File: src/rtl/fetch_controller.sv
// fetch_controller
//   Instruction fetch front end. Issues one 32-bit instruction fetch at a time
//   to instruction memory, buffers up to two returned words with their
//   addresses, and presents them to decode in order. A redirect replaces the
//   fetch PC, flushes the buffer and discards any in-flight response.
//
//   Optional feature: define FETCH_ALIGN_CHECK_EN to flag misaligned redirect
//   targets with a sticky misalign_fault, which blocks fetching until an
//   aligned redirect or reset. Without it, the low two target bits are cleared
//   and misalign_fault is tied low.
//
// Ports
//   clock, reset         single clock, asynchronous active-high reset
//   imem_req_valid/ready fetch request handshake toward instruction memory
//   imem_req_addr        byte address of the requested word
//   imem_resp_valid/data returned instruction word (no back-pressure)
//   redirect_valid/pc    PC change request (branch/jump/trap)
//   inst_valid/ready     handshake toward decode
//   inst_data, inst_pc   instruction word at the buffer head and its address
//   misalign_fault       sticky misaligned-redirect flag
//
// State | meaning
// ------+-------------------------------------------------------------
// REQ   | may issue a request (buffer not full, no fault held)
// WAIT  | one request outstanding, its response will be buffered
// DRAIN | one request outstanding, its response will be discarded
module fetch_controller #(
    parameter logic [63:0] RESET_PC = 64'h0000_0000_0040_0000
) (
    input  logic        clock,
    input  logic        reset,
    output logic        imem_req_valid,
    input  logic        imem_req_ready,
    output logic [63:0] imem_req_addr,
    input  logic        imem_resp_valid,
    input  logic [31:0] imem_resp_data,
    input  logic        redirect_valid,
    input  logic [63:0] redirect_pc,
    output logic        inst_valid,
    input  logic        inst_ready,
    output logic [31:0] inst_data,
    output logic [63:0] inst_pc,
    output logic        misalign_fault
);

    localparam logic [1:0] ST_REQ   = 2'd0;
    localparam logic [1:0] ST_WAIT  = 2'd1;
    localparam logic [1:0] ST_DRAIN = 2'd2;

    logic [1:0]  state_q, state_d;
    logic [63:0] fetch_pc_q;
    logic [63:0] req_pc_q;
    logic [31:0] buf_data_q [2];
    logic [63:0] buf_pc_q   [2];
    logic        head_q;
    logic        tail;
    logic [1:0]  count_q;
    logic        fault_q;
    logic [63:0] redirect_target;
    logic        handshake;
    logic        push;
    logic        pop;

`ifdef FETCH_ALIGN_CHECK_EN
    assign redirect_target = redirect_pc;

    // Sticky until the next redirect, which re-evaluates alignment.
    always_ff @(posedge clock or posedge reset) begin
        if (reset) begin
            fault_q <= 1'b0;
        end else if (redirect_valid) begin
            fault_q <= |redirect_pc[1:0];
        end
    end
`else
    logic redirect_low_unused;
    assign redirect_low_unused = ^redirect_pc[1:0];
    assign redirect_target     = {redirect_pc[63:2], 2'b00};
    assign fault_q             = 1'b0;
`endif

    // Reset gates the request combinationally so it drops in the same cycle
    // reset rises, not one edge later.
    assign imem_req_valid = !reset && (state_q == ST_REQ) && (count_q != 2'd2) && !fault_q;
    assign imem_req_addr  = fetch_pc_q;
    assign misalign_fault = fault_q;

    assign handshake = imem_req_valid && imem_req_ready;
    assign push      = (state_q == ST_WAIT) && imem_resp_valid && !redirect_valid;
    assign pop       = inst_valid && inst_ready && !redirect_valid;

    assign inst_valid = (count_q != 2'd0);
    assign inst_data  = buf_data_q[head_q];
    assign inst_pc    = buf_pc_q[head_q];

    // Write slot: the head when empty, the other slot when one entry is held.
    // A push never happens with two entries held, since no request is issued
    // while the buffer is full.
    assign tail = head_q ^ count_q[0];

    always_comb begin
        state_d = state_q;
        case (state_q)
            ST_REQ: begin
                if (handshake) begin
                    state_d = redirect_valid ? ST_DRAIN : ST_WAIT;
                end
            end
            ST_WAIT: begin
                if (imem_resp_valid) begin
                    state_d = ST_REQ;
                end else if (redirect_valid) begin
                    state_d = ST_DRAIN;
                end
            end
            ST_DRAIN: begin
                // A redirect here only moves fetch_pc; the response still
                // has to be swallowed before a new request can go out.
                if (imem_resp_valid) begin
                    state_d = ST_REQ;
                end
            end
            default: state_d = ST_REQ;
        endcase
    end

    always_ff @(posedge clock or posedge reset) begin
        if (reset) begin
            state_q    <= ST_REQ;
            fetch_pc_q <= RESET_PC;
            req_pc_q   <= RESET_PC;
            head_q     <= 1'b0;
            count_q    <= 2'd0;
        end else begin
            state_q <= state_d;
            if (handshake) begin
                req_pc_q <= fetch_pc_q;
            end
            if (redirect_valid) begin
                fetch_pc_q <= redirect_target;
                head_q     <= 1'b0;
                count_q    <= 2'd0;
            end else begin
                if (handshake) begin
                    fetch_pc_q <= fetch_pc_q + 64'd4;
                end
                if (pop) begin
                    head_q <= ~head_q;
                end
                case ({push, pop})
                    2'b10:   count_q <= count_q + 2'd1;
                    2'b01:   count_q <= count_q - 2'd1;
                    default: count_q <= count_q;
                endcase
            end
        end
    end

    always_ff @(posedge clock or posedge reset) begin
        if (reset) begin
            buf_data_q[0] <= 32'd0;
            buf_data_q[1] <= 32'd0;
            buf_pc_q[0]   <= 64'd0;
            buf_pc_q[1]   <= 64'd0;
        end else if (push) begin
            buf_data_q[tail] <= imem_resp_data;
            buf_pc_q[tail]   <= req_pc_q;
        end
    end

endmodule
File: config.mk
export PLATFORM = sky130hd
export DESIGN_NAME = fetch_controller
export DESIGN_NICKNAME = d
export VERILOG_FILES = /design/src/rtl/fetch_controller.sv
export SDC_FILE = /design/constraint.sdc
export NUM_CORES = 1
export LEC_CHECK = 0
export ABC_AREA = 1
export CORE_UTILIZATION = 30
export CTS_CLUSTER_SIZE = 8
export DETAILED_ROUTE_END_ITERATION = 16
export HOLD_SLACK_MARGIN = 0.02
export PLACE_DENSITY = 0.57
export SLEW_MARGIN = 30
export SYNTH_ARGS = -nofsm -noshare
export SYNTH_HDL_FRONTEND = slang
export SYNTH_SLANG_ARGS = --single-unit
File: constraint.sdc
create_clock -name clock -period 13.7 [get_ports clock]
set_input_delay 3.425 -clock clock [delete_from_list [all_inputs] [get_ports clock]]
set_output_delay 3.425 -clock clock [all_outputs]
set_load 0.01 [all_outputs]
==> flow_summary.yaml <==
outcome:
  status: "completed"
finish:
  stdcell_count: 3008
  fill_cells: 5204
  layout_commonest_cell: "nand2_1"
  drive_gt1_frac: 0.0317
  fin_nets: 2425
  area_delta_synth_final_pct: 28.4
  finalInstanceArea_sq_um: 19800
  most-common-layout-cells: "nand2_1 (874), dfrtp_1 (314), clkdlybuf4s50_1 (256)"
clock_tree:
  cts_tree: "yes"
  clock_latency_ps: 560
  cts_buffers: 45
  cts-root-buf: "clkbuf_16"
  post_cts_buffers: 0
  max-clock-path-buffers: 3
  htree_levels: 2
  cts-hold-fix-buffers: 0
  cts_resized: 0
  path_clk_slew_ps: 50
  cts.sinks: 317
floorplan:
  coreArea_sq_um: 50400
  die_h_um: 228
  chipWidth_um: 228
  io_pins: 265
  start_util: 0.305
  die-area_sq_um: 52200
  rows: 82
synthesis:
  syn_area_per_cell_sq_um: 7.33
  yosys_warnings: 0
  synth_edf_count: 0
  synthCells: 2100
  synth_seq_cells: 317
  ys.flop_type: "dfrtp_1"
  syn_area_sq_um: 15400
  synth_cell_types: 27
  yosysSeqAreaShare: 0.516
  async_reset_ff_frac: 1.00
global_routing:
  grt_usage: 0.192
  overflow: 0
  grt_pass1_wl_mm: 77.8
  grt_pass1_vias: 13056
  antenna_found_initial: 2
  grt_max_degree: 176
sta:
  fin_tns_setup_ps: 0
  worst_pin_slew_ps: 921
  setup_viol_count_final: 0
  report.final.slew_viol_count: 0
  grt_setup_unrepaired: "false"
  relSlewSlack: 0.386
  whs_ps: 478
  max_freq_ghz: 0.121
  finalHoldViolCount: 0
  final.period_utilization: 0.604
  worst_clock_skew_ps: 17.4
  period_needed_ps: 8270
placement:
  gp_congestion: 0.878
  dpl.hpwl_mm: 35.8
  postPlaceCellArea_sq_um: 18500
  dp_cells: 2946
  port_buffers: 257
pwr:
  internal_power_mw: 2.47
  clock_power_share: 0.261
  max-vdd-ir-drop_mv: 0.0720
  p_switching_mw: 1.35
  power_density_nw_per_um2: 194
  share_comb_of_total_power: 0.331
  leakage_nw: 9.46
  swShare: 0.353
  pwr-share-seq: 0.408
route:
  drt-pass1-iter-count: 5
  totalWireLength_mm: 50.7
  vias_per_cell: 4.64
  detail_route.wl_per_cell_um: 16.9
  post-route-drc-count: 0
  num_vias: 13946
  drtIter0Drc: 1116
  ant_nets: 0
min_path:
  hold_start: "buf_pc_q[100]"
  holdCritPathClass: "reg -> reg"
setup_path:
  crit_arrival_ps: 4840
  r2r-start: "head_q"
  crit_path_start: "reset"
  cp.required_ps: 10270
  endpoint_kind: "output pin"
  critical_path.max_fanout: 2
  cp-start-kind: "input pin"
  criticalPathCategory: "in -> out"
run:
  cap_violations: 0
-- sequential cells by signal, indices dropped and copies added (netlist names) --
signal and count:
imem_req_addr 62, buf_pc_q 124, buf_data_q 64, head_q 1, count_q 2, req_pc_q 62
state_q 2
-- stage by stage --
| stage | power, mW | util | worst slack [ps] |
|---|---|---|---|
| after floorplan | 2.20 | - | 1720 |
| after global placement | 2.81 | 0.367 | 5430 |
| after detailed placement | 2.85 | 0.367 | 5410 |
| after CTS | 3.87 | 0.391 | 5410 |
| after global routing | 4.10 | 0.392 | 5380 |
| final | 3.82 | 0.392 | 5430 |
-- power by group through the flow --
stage	registers [mW]	logic (mW)	clock network, mW
4_1_cts	1.56	1.29	1.03
5_1_grt	1.61	1.42	1.07
3_3_place_gp	1.56	1.25	0
2_1_floorplan	1.50	0.694	0
3_5_place_dp	1.57	1.28	0
6_report	1.56	1.27	0.996
-- logic make-up (layout without fill, tap and decap cells) --
logic type | Yosys count | after routing | share of synthesized area
AO/OA/AOI/OAI | 332 | 332 | 0.111
XOR/XNOR | 13 | 13 | 0.00740
adder cells (fa/ha/maj) | 1 | 1 | 0.000813
buffers and inverters | 330 | 560 | 0.0849
flip-flops | 317 | 317 | 0.516
other | 1 | 7 | 0.000244
AND/OR/NAND/NOR | 1106 | 1106 | 0.280
-- per-layer routing --
layer / vias to the layer above / share of wire / GRT usage
met5: - / 0.00026 / 0
met4: 2 / 0.022 / 0.0508
met3: 72 / 0.062 / 0.0354
met2: 429 / 0.45 / 0.293
met1: 6500 / 0.47 / 0.278
li1: 6943 / - / -
-- cells in the mapped netlist, drive strengths merged, types with 2 or more instances --
cell / n / area (sq um)
o211ai: 15 / 113
buf: 46 / 240
nand2: 877 / 3290
nor2: 131 / 512
nand3: 91 / 455
a21oi: 2 / 10.0
nand4: 5 / 31.3
xor2: 8 / 70.1
o21ai: 312 / 1560
dfrtp: 315 / 7880
xnor2: 5 / 43.8
o21bai: 2 / 15.0
clkbuf: 52 / 195
inv: 231 / 867
dfstp: 2 / 52.6
-- worst max-delay path, cell delays in order --
cell and delay (ps):
clkdlybuf4s50_1 450, clkinvlp_4 120, o21ai_1 80, nor2_2 170
clkdlybuf4s50_1 600
-- final timing paths --
kind | to | slack (ps) | depth (start not counted)
setup / recovery | imem_req_valid | 5430 | 5
hold / removal | buf_pc_q[100] | 480 | 2
setup reg to reg | buf_data_q[4] | 9920 | 6
hold reg to reg | buf_pc_q[100] | 480 | 2
max in group asynchronous | head_q | 8140 | 6
min in group asynchronous | buf_data_q[47] | 3480 | 3
-- area by class of cell --
cell class,count,area [sq um],share of cell area
multi-input cells,1457,6170,0.313
well taps,672,841,0.0426
flip-flops and latches,317,7940,0.402
inverters,232,877,0.0444
clock inverters,1,16.3,0.000823
repair buffers,269,2710,0.137
clock buffers,58,1200,0.0606
diodes,2,5.00,0.000253
Note: power is estimated with default switching activity, not from simulation.
